--- src/rtl/sipo_block_loader.sv ---
// sipo_block_loader
// -----------------
// Serial-in / parallel-out block assembler. Bits arrive one at a time on
// serial_in whenever WR_EN is high. Every WIDTH accepted bits form one block,
// and that block moves into a single-entry output holding register. A
// valid/ready handshake drains the holding register. If a block completes
// while the holding register is still occupied and not being drained, the
// new block is discarded and a sticky overrun flag is raised.
//
// Parameters
//   WIDTH      parallel block width in bits (2..1024)
//   MSB_FIRST  1: the first serial bit ends up in bit WIDTH-1
//              0: the first serial bit ends up in bit 0
//
// Ports
//   clk           single clock, rising edge
//   reset         synchronous, active-high reset
//   WR_EN         accept serial_in on this edge
//   serial_in     serial data bit
//   clear         abort the partial block and clear overrun (synchronous)
//   out_ready     consumer takes parallel_out this cycle
//   parallel_out  last completed block that was delivered
//   out_valid     parallel_out holds a block not yet consumed
//   bit_count     number of bits accepted in the current partial block
//   busy          a partial block is in progress (bit_count != 0)
//   overrun       sticky: a completed block was dropped

module sipo_block_loader #(
    parameter int WIDTH     = 128,
    parameter bit MSB_FIRST = 1'b1,
    localparam int CNT_W    = $clog2(WIDTH)
) (
    input  logic             clk,
    input  logic             reset,
    input  logic             WR_EN,
    input  logic             serial_in,
    input  logic             clear,
    input  logic             out_ready,
    output logic [WIDTH-1:0] parallel_out,
    output logic             out_valid,
    output logic [CNT_W-1:0] bit_count,
    output logic             busy,
    output logic             overrun
);

    localparam logic [CNT_W-1:0] LAST_IDX = CNT_W'(WIDTH - 1);

    logic [WIDTH-1:0] shreg;
    logic [WIDTH-1:0] shreg_next;
    logic             accept;
    logic             completing;
    logic             slot_free;

    // A bit is only taken when clear is low; clear wins and discards the
    // bit presented in the same cycle. The completing edge is the accepted
    // bit that arrives while the counter sits on the last index.
    assign accept     = WR_EN && !clear;
    assign completing = accept && (bit_count == LAST_IDX);

    // The holding register can take a new block when it is empty, or when
    // the consumer is draining it in this very cycle.
    assign slot_free  = !out_valid || out_ready;

    assign busy       = (bit_count != '0);

    // Next value of the shift register, including the bit being accepted.
    // The completed block is taken from this value so the block is
    // delivered on the same edge as its last bit, with no extra stage.
    generate
        if (MSB_FIRST) begin : g_msb_first
            always_comb begin
                shreg_next = {shreg[WIDTH-2:0], serial_in};
            end
        end else begin : g_lsb_first
            always_comb begin
                shreg_next = {serial_in, shreg[WIDTH-1:1]};
            end
        end
    endgenerate

    // Shift register and bit counter. Both hold during WR_EN gaps, and clear
    // throws away whatever partial block has built up so far. The counter
    // wraps back to zero on the completing bit, so the next accepted bit
    // starts a fresh block.
    always_ff @(posedge clk) begin
        if (reset) begin
            shreg     <= '0;
            bit_count <= '0;
        end else if (clear) begin
            shreg     <= '0;
            bit_count <= '0;
        end else if (accept) begin
            shreg <= shreg_next;
            if (completing) begin
                bit_count <= '0;
            end else begin
                bit_count <= bit_count + CNT_W'(1);
            end
        end
    end

    // Output holding register and its valid flag. A completed block is
    // loaded only when the slot is free. Otherwise it is dropped and the
    // current contents stay put. When nothing completes, a handshake simply
    // empties the slot; parallel_out keeps its last value for inspection.
    // clear has no influence here.
    always_ff @(posedge clk) begin
        if (reset) begin
            parallel_out <= '0;
            out_valid    <= 1'b0;
        end else if (completing) begin
            if (slot_free) begin
                parallel_out <= shreg_next;
                out_valid    <= 1'b1;
            end
        end else if (out_valid && out_ready) begin
            out_valid <= 1'b0;
        end
    end

    // Sticky overrun flag. It is set whenever a completed block finds the
    // slot occupied, and it is cleared only by reset or clear. clear and a
    // completion can never coincide, because clear blocks acceptance.
    always_ff @(posedge clk) begin
        if (reset) begin
            overrun <= 1'b0;
        end else if (clear) begin
            overrun <= 1'b0;
        end else if (completing && !slot_free) begin
            overrun <= 1'b1;
        end
    end

endmodule

--- config.mk ---
export PLATFORM = sky130hd
export DESIGN_NAME = sipo_block_loader
export DESIGN_NICKNAME = d
export VERILOG_FILES = /design/src/rtl/sipo_block_loader.sv
export SDC_FILE = /design/constraint.sdc
export NUM_CORES = 1
export LEC_CHECK = 0
export CORE_MARGIN = 4
export CORE_UTILIZATION = 38
export CTS_BUF_LIST = sky130_fd_sc_hd__clkbuf_4
export DETAILED_ROUTE_END_ITERATION = 8
export PLACE_DENSITY_LB_ADDON = 0.05
export SYNTH_ARGS = -nofsm -noshare
export SYNTH_HDL_FRONTEND = slang
export SYNTH_SLANG_ARGS = --single-unit
--- constraint.sdc ---
create_clock -name clk -period 2.1 [get_ports clk]
set_clock_uncertainty 0.05 [all_clocks]
set_input_delay 0.42 -clock clk [delete_from_list [all_inputs] [get_ports clk]]
set_output_delay 0.42 -clock clk [all_outputs]
set_load 0.1 [all_outputs]
### Word-level counts from Yosys, hierarchy flattened

Index checks and enable logic that the tools add are counted.

| cells by class | value |
|---|---|
| add/sub/neg operators | 1 |
| $mul | 0 |
| divide/modulo/power cells | 0 |
| magnitude comparators | 0 |
| equal/unequal tests | 2 |
| shift-type cells | 0 |
| muxes and demuxes | 4 |
| bitwise logic cells | 0 |
| reduce and logical (&&, ||, !) cells | 13 |

Operator list:

| cell | count |
|---|---|
| $add 7x1->7 const B | 1 |
| $eq 7x7->1 const B | 1 |
| $mux 7 | 1 |
| $reduce_bool 7->1 | 1 |
| $logic_and 1x1->1 | 4 |
| $reduce_and 2->1 | 2 |
| $logic_not 1->1 | 3 |
| $mux 1 | 3 |
| $ne 2x1->1 const B | 1 |
| $reduce_bool 2->1 | 1 |
| $reduce_or 2->1 | 1 |
| $logic_or 1x1->1 | 1 |

| storage, ports and cells | value |
|---|---|
| register bits after elaboration | 264 |
| bits in latches | 0 |
| RAM bits | 0 |
| bits in read-only memories | 0 |
| bits of input ports | 6 |
| output and inout bits | 138 |
| memories | 0 |

### Longest topological paths before layout

| logic depth | value |
|---|---|
| depth in word-level cells | 5 |
| depth in mapped cells | 6 |
| gate-level depth less buffers | 4 |

### Worst setup path after synthesis

Ideal clock, no wire load.

| timing | value |
|---|---|
| path kind | register to output |
| start point | register bit_count[0] |
| end point | output busy |
| data arrival time | 2145 ps |
| setup slack | -515 ps |
| cell stages (with the launch flop) | 4 |
| cells stage by stage | dfxtp_1 > inv_1 > ha_1 > nand3b_1 |

| between the ends | value |
|---|---|
| longest elaborated chain between the ends | 1 |

RTL lines:

| what | line | RTL |
|---|---|---|
| start: declaration | 41 | `output logic [CNT_W-1:0] bit_count,` |
| start signal: assignment | 97 | `bit_count <= bit_count + CNT_W'(1);` |
| $reduce_bool 7->1 | 64 | `assign busy = (bit_count != '0);` |
| end: declaration | 42 | `output logic busy,` |

No other way between the ends.

### Final worst setup path

| timing | value |
|---|---|
| start point | register bit_count[2] |
| end point | output busy |

The elaborated chain is that of the path after synthesis.

==> flow_summary.ini <==
[detailed_routing]
dr.first_iter.drc_count = 282
dr.pass1.iters = 4
vias = 7184
wl_per_cell_um = 13.7
postRouteAntennaNets = 0
routed_wl_mm = 22.3
detail_route.vias_per_cell = 4.43
drc = 0

[synthesis]
yosysWarningCount = 0
yosys-top-cells-count = 264 x dfxtp_1, 256 x mux2i_1, 256 x nand2b_1
netlist.area_leader.share_pct = 49.2
yosys.area.top_type = dfxtp_1
ys.flop_type = dfxtp_1
async_flop_share_pct = 0
synth_area_sq_um = 10800
yosysSeqAreaShare_pct = 49.2
ys_types = 36
yosysMostFrequentCell = dfxtp_1
synth_fp_nets = 1027
postSynthCellCount = 1019
synth-edff-count = 0
avgSynthCellArea_sq_um = 10.6
synthTopCellsByArea = dfxtp_1 49%, mux2i_1 24%, nand2b_1 15%, nor2_1 4.6%, buf_12 2.4%
ys_ff_latch = 264

[global_route]
grt_usage_pct = 14.6
grt_max_degree = 90
grt_pass1_vias = 7364
grt_pass1_wl_mm = 37.5
grt_overflow = 0
antenna_found_initial = 1

[placed_design]
dp_hpwl_mm = 13.6
portBuffers = 143
place.gp.congestion = 0.719
dp_worst_setup_slack_ns = -0.232
placed_area_sq_um = 12200
placedCellCount = 1495

[setup_path]
crit_path_start_kind = flop
crit_end = busy
critPathLaunch = bit_count[2]
worst-path-max-fanout = 2
timing.rr.start = bit_count[0]
critPathArrivalTime_ns = 1.60
r2r_cells = 7
critical_path_required_ns = 1.63
crit_type = flop to output pin
crit_path_end_kind = output pin
rrSetupSlack_ns = 0.24
r2r_end = parallel_out[22]

[die]
initial_core_util_pct = 38.6
coreArea_sq_um = 27900
dieArea_sq_um = 31100
die_w_um = 176
rows = 61
num_io_pins = 144
dieHeight_um = 176

[cts]
ctsHoldBuffers = 0
cts_tree = yes
cts_buffers = 73
htree_num_levels = 3
clk_pin_slew_worst_paths_ns = 0.07
cts_buffer_depth = 3
clock_latency_ns = 0.65
cts_root_buf = clkbuf_4
clkSinkCount = 264

[timing]
fin_ws_ns = 0.0286
fin_crit_ns = 2.07
worst_slew_pin_slew_ns = 0.644
setup_viol = 0
tns_ns = 0
hold_viol = 0
rsz0062_at_grt = yes
relSlewSlack_pct = 57.1
period_share_pct = 98.6
slew_violations = 0
fmax_ghz = 0.483

[layout]
nets = 1202
stdcell_area_sq_um = 13200
fin_cells = 1622
post-route-util_pct = 47.4
drive_gt1_share_pct = 24.5
syn2layout_area_growth_pct = 22.8

[worst_hold_path]
hold_path.class = primary input to flop
min_from = WR_EN

[outcome]
outcome = complete, no violations

[job]
max-cap-violations = 0

[power_and_ir_drop]
vdd_ir_drop_max_mv = 0.307
p_per_area_nw_per_um2 = 757
total_leakage_power_uw = 0.00509
## layout by cell type (no fill, tap or decap), types with 2 or more instances in the layout
cell type / netlist / routed
nand2b_1: 256 / 256
dfxtp_2: 0 / 3
or3_2: 2 / 2
ha_1: 2 / 2
nor2_1: 131 / 131
nand2_1: 4 / 4
a41oi_1: 2 / 2
a21oi_1: 4 / 4
dfxtp_1: 264 / 257
o21ai_0: 2 / 2
clkbuf_4: 0 / 116
dfxtp_4: 0 / 4
inv_2: 0 / 2
inv_1: 2 / 2
buf_4: 0 / 149
clkinv_1: 0 / 5
mux2i_1: 256 / 256
buf_12: 13 / 18
nand3b_1: 3 / 3
clkdlybuf4s50_1: 0 / 3
## power by group
| part | internal, uW | switching, uW | total [uW] | leakage, uW |
|---|---|---|---|---|
| Combinational | 171 | 193 | 364 | 0.00240 |
| Clock | 2600 | 2020 | 4620 | 0.000564 |
| Sequential | 5000 | 1.23 | 5010 | 0.00213 |
| Total | 7770 | 2220 | 9990 | 0.00509 |
## repair_timing
action / 4_1_cts / 5_1_grt
endpoints found under the setup margin: 1 / 1
setup buffers: 3 / 2
gates resized for setup: 3 / 0
pin swaps: 2 / 2
## state kept, by name, summed over array words and instances (netlist names)
| signal | cells |
|---|---|
| parallel_out | 128 |
| out_valid | 1 |
| overrun | 1 |
| shreg | 127 |
| bit_count | 7 |
## layer usage
layer	GRT usage [%]	up-vias	wire length [um]
li1	-	3729	-
met1	20.2	3263	11100
met2	21.2	157	9380
met3	4.26	35	1350
met4	6.17	0	422
met5	0	-	0
## layout make-up
type | instances | area, sq um
Timing Repair Buffer | 172 | 1530
Sequential cell | 264 | 5300
Tap cell | 378 | 473
Multi-Input combinational cell | 681 | 4950
Clock inverter | 8 | 56.3
Clock buffer | 116 | 871
Antenna cell | 1 | 2.50
Fill cell | 2724 | 14700
Inverter | 2 | 7.51
## cell families (layout without fill, tap and decap cells)
| group | Yosys count | in the layout | synth area share (%) |
|---|---|---|---|
| multiplexers | 256 | 256 | 23.8 |
| XOR/XNOR | 1 | 1 | 0.0815 |
| AO/OA/AOI/OAI | 13 | 13 | 0.780 |
| adder cells (fa/ha/maj) | 2 | 2 | 0.233 |
| flip-flops | 264 | 264 | 49.2 |
| other | 0 | 1 | 0 |
| AND/OR/NAND/NOR | 409 | 409 | 21.1 |
| buffers and inverters | 74 | 298 | 4.85 |
## critical path, cell delays in order (launching register included)
cell,delay [ns]
dfxtp_4,0.36
nor4_2,0.25
nand3b_1,0.16
buf_12,0.20
## worst min path at each step
stage	endpoint	slack [ns]	cells after the start
floorplan	parallel_out[127]	0.40	2
global placement	parallel_out[17]	0.41	2
detailed placement	parallel_out[25]	0.41	2
CTS	bit_count[3]	0.08	4
global route	bit_count[3]	0.16	4
finish	bit_count[3]	0.15	4
## through the flow
stage / total power (uW) / hold slack (ns)
after detailed placement: 5490 / 0.412
after global placement: 5490 / 0.410
after global routing: 10500 / 0.156
after CTS: 10200 / 0.0756
final: 9990 / 0.154
after floorplan: 5390 / 0.401
Note: power is estimated with default switching activity, not from simulation.
